===== config.mk =====
export PLATFORM = sky130hd
export DESIGN_NAME = fft_frame_writer_flat
export DESIGN_NICKNAME = d
export VERILOG_FILES = /design/src/rtl/fft_frame_writer_if.sv /design/src/rtl/fft_frame_writer.sv /design/src/flat_wrapper.sv
export SDC_FILE = /design/constraint.sdc
export NUM_CORES = 1
export LEC_CHECK = 0
export CORE_ASPECT_RATIO = 0.8
export CORE_MARGIN = 5
export CORE_UTILIZATION = 59
export CTS_CLUSTER_SIZE = 14
export DETAILED_ROUTE_END_ITERATION = 6
export PLACE_DENSITY = 0.95
export SLEW_MARGIN = 40
export SYNTH_ARGS = -nofsm -noshare
export SYNTH_HDL_FRONTEND = slang
export SYNTH_SLANG_ARGS = --single-unit
export TNS_END_PERCENT = 50

===== constraint.sdc =====
create_clock -name clk -period 3.24 [get_ports clk]
set_input_delay 0.324 -clock clk [delete_from_list [all_inputs] [get_ports clk]]
set_output_delay 0.324 -clock clk [all_outputs]
set_load 0.03 [all_outputs]

===== src/rtl/fft_frame_writer_if.sv =====
// FFT source stream carrying one 4-channel beat per bin.
// The FFT source drives the stream through the master modport.
// The frame writer receives it through the slave modport.
interface fft_frame_writer_if #(
  parameter int DW = 14
);
  logic            sink_valid;
  logic            sink_sop;
  logic            sink_eop;
  logic [8*DW-1:0] sink_data;
  logic            sink_ready;

  modport master (
    output sink_valid, sink_sop, sink_eop, sink_data,
    input  sink_ready
  );

  modport slave (
    input  sink_valid, sink_sop, sink_eop, sink_data,
    output sink_ready
  );
endinterface


===== src/rtl/fft_frame_writer.sv =====
// fft_frame_writer: captures one 4-channel FFT frame into the channel RAMs.
// It also tracks the peak-power bin of channel 1 over bins MINBIN..NPTS/2-1.
// The frame is then handed to the weight block with a detectdone/weightdone
// handshake.
// Optional feature macro THRESH_EN: adds pwr_thresh. When it is defined, a
// frame whose peak power is below the threshold is dropped without raising
// detectdone.
module fft_frame_writer #(
  parameter int NPTS   = 1024,
  parameter int AW     = 10,
  parameter int DW     = 14,
  parameter int MINBIN = 1
) (
  input  logic              clk,
  input  logic              reset,
  fft_frame_writer_if.slave sink,
  output logic              wren,
  output logic [AW-1:0]     wraddr,
  output logic [2*DW-1:0]   wrdata1,
  output logic [2*DW-1:0]   wrdata2,
  output logic [2*DW-1:0]   wrdata3,
  output logic [2*DW-1:0]   wrdata4,
  output logic [AW-1:0]     rdaddr1,
  output logic [AW-1:0]     maxbin,
  output logic              detectdone,
  input  logic              weightdone
`ifdef THRESH_EN
  ,
  input  logic [2*DW-1:0]   pwr_thresh
`endif
);

  typedef enum logic [1:0] {
    IDLE  = 2'd0,
    FILL  = 2'd1,
    FLUSH = 2'd2,
    DONE  = 2'd3
  } state_t;

  localparam logic [AW-1:0] ZERO_BIN = {AW{1'b0}};
  localparam logic [AW-1:0] ONE_BIN  = {{(AW-1){1'b0}}, 1'b1};
  localparam logic [AW-1:0] LAST_BIN = AW'(NPTS - 1);
  localparam logic [AW-1:0] LO_BIN   = AW'(MINBIN);
  localparam logic [AW-1:0] HI_BIN   = AW'(NPTS / 2 - 1);

  state_t            state;
  logic [AW-1:0]     bin;
  logic              flush_cnt;
  logic              take;
  logic [2*DW-1:0]   re_x;
  logic [2*DW-1:0]   im_x;
  logic [2*DW-1:0]   pwr_now;
  logic              p1_valid;
  logic              p1_sop;
  logic [AW-1:0]     p1_bin;
  logic [2*DW-1:0]   p1_pwr;
  logic [2*DW-1:0]   maxpwr;
  logic [AW-1:0]     cand_bin;

  // A beat is taken when accepted as a frame start in IDLE or as any beat in FILL
  assign take = sink.sink_valid & sink.sink_ready &
                (((state == IDLE) & sink.sink_sop) | (state == FILL));

  // Channel 1 power. The sign-extended squares are exact modulo 2^(2*DW).
  // The sum is below 2^(2*DW), so it is exact as well.
  assign re_x    = {{DW{sink.sink_data[2*DW-1]}}, sink.sink_data[2*DW-1:DW]};
  assign im_x    = {{DW{sink.sink_data[DW-1]}},   sink.sink_data[DW-1:0]};
  assign pwr_now = re_x * re_x + im_x * im_x;

  // Frame FSM with the RAM write port, ready and handshake outputs all registered
  always_ff @(posedge clk or negedge reset) begin
    if (!reset) begin
      state           <= IDLE;
      bin             <= ZERO_BIN;
      flush_cnt       <= 1'b0;
      sink.sink_ready <= 1'b0;
      wren            <= 1'b0;
      wraddr          <= ZERO_BIN;
      wrdata1         <= '0;
      wrdata2         <= '0;
      wrdata3         <= '0;
      wrdata4         <= '0;
      rdaddr1         <= ZERO_BIN;
      maxbin          <= ZERO_BIN;
      detectdone      <= 1'b0;
    end else begin
      wren <= take;
      if (take) begin
        wraddr  <= sink.sink_sop ? ZERO_BIN : bin;
        wrdata1 <= sink.sink_data[2*DW-1:0];
        wrdata2 <= sink.sink_data[4*DW-1:2*DW];
        wrdata3 <= sink.sink_data[6*DW-1:4*DW];
        wrdata4 <= sink.sink_data[8*DW-1:6*DW];
      end
      case (state)
        IDLE: begin
          sink.sink_ready <= 1'b1;
          detectdone      <= 1'b0;
          if (take) begin
            state <= FILL;
            bin   <= ONE_BIN;
          end
        end
        FILL: begin
          if (take) begin
            if (sink.sink_sop) begin
              bin <= ONE_BIN;            // restart: this beat is the new bin 0
            end else if (bin == LAST_BIN) begin
              state           <= FLUSH;  // last bin closes the frame, eop or not
              flush_cnt       <= 1'b0;
              sink.sink_ready <= 1'b0;
            end else if (sink.sink_eop) begin
              state <= IDLE;             // short frame is discarded
            end else begin
              bin <= bin + ONE_BIN;
            end
          end
        end
        FLUSH: begin
          if (!flush_cnt) begin
            flush_cnt <= 1'b1;
          end else begin
            flush_cnt <= 1'b0;
`ifdef THRESH_EN
            if (maxpwr < pwr_thresh) begin
              state           <= IDLE;
              sink.sink_ready <= 1'b1;
            end else
`endif
            begin
              state      <= DONE;
              detectdone <= 1'b1;
              maxbin     <= cand_bin;
              rdaddr1    <= cand_bin;
            end
          end
        end
        DONE: begin
          if (weightdone) begin
            state           <= IDLE;
            detectdone      <= 1'b0;
            rdaddr1         <= ZERO_BIN;
            sink.sink_ready <= 1'b1;
          end
        end
        default: begin
          state           <= IDLE;
          sink.sink_ready <= 1'b0;
          detectdone      <= 1'b0;
          rdaddr1         <= ZERO_BIN;
        end
      endcase
    end
  end

  // Two-stage peak search: register the power, then compare strictly so ties keep the lowest bin
  always_ff @(posedge clk or negedge reset) begin
    if (!reset) begin
      p1_valid <= 1'b0;
      p1_sop   <= 1'b0;
      p1_bin   <= ZERO_BIN;
      p1_pwr   <= '0;
      maxpwr   <= '0;
      cand_bin <= ZERO_BIN;
    end else begin
      p1_valid <= take;
      if (take) begin
        p1_sop <= sink.sink_sop;
        p1_bin <= sink.sink_sop ? ZERO_BIN : bin;
        p1_pwr <= pwr_now;
      end
      if (p1_valid) begin
        if (p1_sop) begin
          maxpwr   <= '0;
          cand_bin <= ZERO_BIN;
        end else if ((p1_bin >= LO_BIN) && (p1_bin <= HI_BIN) && (p1_pwr > maxpwr)) begin
          maxpwr   <= p1_pwr;
          cand_bin <= p1_bin;
        end
      end
    end
  end

endmodule

===== src/flat_wrapper.sv =====
// flat-port wrapper written by rule: the top's interface ports become plain ports
module fft_frame_writer_flat 
#(
  parameter int NPTS   = 1024,
  parameter int AW     = 10,
  parameter int DW     = 14,
  parameter int MINBIN = 1
)
  (clk, reset, wren, wraddr, wrdata1, wrdata2, wrdata3, wrdata4, rdaddr1, maxbin, detectdone, weightdone, sink_sink_valid, sink_sink_sop, sink_sink_eop, sink_sink_data, sink_sink_ready);
  fft_frame_writer_if #(.DW(DW)) sink_i ();
  input  logic clk;
  input  logic reset;
  output logic wren;
  output logic [AW-1:0] wraddr;
  output logic [2*DW-1:0] wrdata1;
  output logic [2*DW-1:0] wrdata2;
  output logic [2*DW-1:0] wrdata3;
  output logic [2*DW-1:0] wrdata4;
  output logic [AW-1:0] rdaddr1;
  output logic [AW-1:0] maxbin;
  output logic detectdone;
  input  logic weightdone;
  input wire logic [$bits(sink_i.sink_valid)-1:0] sink_sink_valid;
  input wire logic [$bits(sink_i.sink_sop)-1:0] sink_sink_sop;
  input wire logic [$bits(sink_i.sink_eop)-1:0] sink_sink_eop;
  input wire logic [$bits(sink_i.sink_data)-1:0] sink_sink_data;
  output wire logic [$bits(sink_i.sink_ready)-1:0] sink_sink_ready;
  assign sink_i.sink_valid = sink_sink_valid;
  assign sink_i.sink_sop = sink_sink_sop;
  assign sink_i.sink_eop = sink_sink_eop;
  assign sink_i.sink_data = sink_sink_data;
  assign sink_sink_ready = sink_i.sink_ready;
  fft_frame_writer #(.NPTS(NPTS), .AW(AW), .DW(DW), .MINBIN(MINBIN)) u_core (.clk(clk), .reset(reset), .sink(sink_i), .wren(wren), .wraddr(wraddr), .wrdata1(wrdata1), .wrdata2(wrdata2), .wrdata3(wrdata3), .wrdata4(wrdata4), .rdaddr1(rdaddr1), .maxbin(maxbin), .detectdone(detectdone), .weightdone(weightdone));
endmodule

==> results.cfg <==
[hold_path]
hold_path.class = in -> reg
hold_path_end = u_core.wrdata1[2]
hold_start = sink_sink_data[2]
hold_depth = 4

[critical_path]
cp-end-kind = register
cp.arrival_ps = 8030
cp-start-kind = input port
crit_path_top_delay_cell = fa_2
crit_type = in -> reg
rr_endpoint = u_core.maxpwr[3]
r2r_start = u_core.maxpwr[21]
r2r_cells = 10
crit_top_cell = inv_1
worst_ep_required_time_ps = 3750
cp_max_fo = 7
max_stage_delay_ps = 750
r2r_slack_ps = -600

[yosys]
synth_area_leaders = fa_1 (35%), dfrtp_1 (25%), inv_1 (7.9%)
synth_nets = 2996
synth-edff-count = 0
yosysTopAreaCell = fa_1
synth_seq_cells = 225
async_reset_ff_share_pct = 100
syn_area_mm2 = 0.0229
synth_cell_type_count = 69
netlist.area_leader.share_pct = 35.2
syn_inst = 2331
postSynthAreaPerCell_um2 = 9.85
synthFlopType = dfrtp_1
ys_seq_area_share_pct = 24.5
yosys_warnings = 0

[detailed_routing]
drtPass1Iterations = 6
antenna_left = 0
drt-total-wl_um = 96600
vias = 21700
topRoutingLayerUsed = met5
met2_wirelength_um = 43500
route.detailed.drc = 0
wl_met3_um = 13100
via_per_inst = 6.40
drt-initial-drc-count = 3037
drt-wirelength-per-cell_um = 28.5
drt-met1-wl_um = 28300

[cts]
cts_root_buffer = clkbuf_16
htree_levels = 1
clk_path_buf_depth = 3
clkSinkCount = 225
clk_latency_ps = 600
cts_tree = built
clk_pin_slew_ps = 60
cts_made_buffers = 26

[sta]
fin_ws_ps = -4280
drv_slew = 0
whs_ps = 156
rsz0062_at_grt = true
max_freq_ghz = 0.133
hold_violations = 0
fin_worst_skew_ps = 45.2
slew_headroom_pct = 32.4
tightest_slew_ps = 1000
finalSetupViolations = 62
fin_crit_ps = 7520
post-route-period-util_pct = 232

[final_layout]
mostFrequentLayoutCells = nand2_1 (451), inv_1 (424), fa_1 (356)
syn2layout_area_growth_pct = 34.6
final_util_pct = 80.5
drive_above_1_share_pct = 24.0
fin_nets = 3541
fillers = 1803
final_cells = 3392
multi_input_area_mm2 = 0.0162
stdcell_area_mm2 = 0.0309
final_common_cell = nand2_1
regArea_mm2 = 0.00563

[placed_design]
dp.cells = 3265
place_congestion = 1.00
placed_area_mm2 = 0.0282
io_buffer_count = 262
hpwl_um = 54700

[global_routing]
antenna_found_initial = 10
grt_pass1_wl_um = 129000
grt_use_total_pct = 38.5
grt_pass1_vias = 23300
grt_max_degree = 157
grt-ovfl-total = 0

[status]
violations = setup timing
status = finished with violations

[job]
max_cap_violations = 0

[floorplanning]
fp.dieH_um = 186
core_area_mm2 = 0.0384
top_level_ports = 263
dieArea_mm2 = 0.0430
die_w_um = 231
start_util_pct = 59.8
rows = 64
## worst max-delay path: cells and delay by family
kind | cells | cell delay [ps]
adders and majority gates | 9 | 4830
buffers and inverters | 12 | 1550
and+or+nand+nor | 2 | 210
AOI/OAI and AO/OA | 5 | 1080
## metrics by stage
stage	setup slack, ps	setup TNS [ps]
2_1_floorplan	-3110	-56160
3_3_place_gp	-3880	-77470
3_5_place_dp	-4300	-83470
4_1_cts	-3160	-58720
5_1_grt	-4100	-84060
6_report	-4280	-87730
## layout make-up
| cell class | count | share of cell area (%) |
|---|---|---|
| multi-input cells | 1531 | 52.4 |
| repair buffers | 604 | 18.4 |
| flip-flops and latches | 225 | 18.2 |
| inverters | 488 | 6.04 |
| clock buffers | 36 | 2.52 |
| well taps | 495 | 2.01 |
| clock inverters | 9 | 0.369 |
| diodes | 4 | 0.0324 |
## per-layer routing
metal	track usage [%]	up-vias
li1	-	8146
met1	42.6	10400
met2	63.7	2136
met3	10.1	1013
met4	29.2	12
met5	0	-
## how the worst max path moves through the flow
stage,startpoint,endpoint,slack (ps),cells after the start
floorplan,sink_sink_data[13],u_core.p1_pwr[26],-3110,23
global placement,sink_sink_data[20],u_core.p1_pwr[27],-3880,25
detailed placement,sink_sink_data[20],u_core.p1_pwr[27],-4300,23
CTS,sink_sink_data[1],u_core.p1_pwr[27],-3160,26
global route,sink_sink_data[19],u_core.p1_pwr[24],-4100,26
finish,sink_sink_data[26],u_core.p1_pwr[24],-4280,28
## state kept, by name (all words and copies together), names as in the netlist, 28 cells and up, named ones only
name	flops
u_core.wrdata3	28
u_core.wrdata2	28
u_core.maxpwr	28
u_core.p1_pwr	28
u_core.wrdata1	28
u_core.wrdata4	28
## synthesized netlist by cell type (18+ instances only)
master,count
a21o_1,18
a21oi_1,37
a22o_1,46
and2_1,77
clkbuf_1,68
dfrtp_1,225
fa_1,404
ha_1,143
inv_1,484
nand2_1,473
nor2_1,58
o21ai_0,49
xnor2_1,37
## timing repair
item                                    in CTS  in global routing
endpoints found under the setup margin      24                 52
pin swaps                                  154                149
endpoints found under the hold margin       88                  0
hold buffers                                 1                  0
setup buffers                               66                 24
resized for setup                          291                197
cloned                                       1                  1
## kinds of logic after synthesis
kind of cell    share of synthesized area, %
mux                                    0.807
fa+ha+maj                               43.0
simple gates                            13.8
xor+xnor                                1.83
compound gates                          6.43
buf+inv                                 9.60
flops                                   24.5
Power is left out: the tool's default activity adds up to more than one toggle a clock period on the data nets, which glitch-free logic cannot reach.
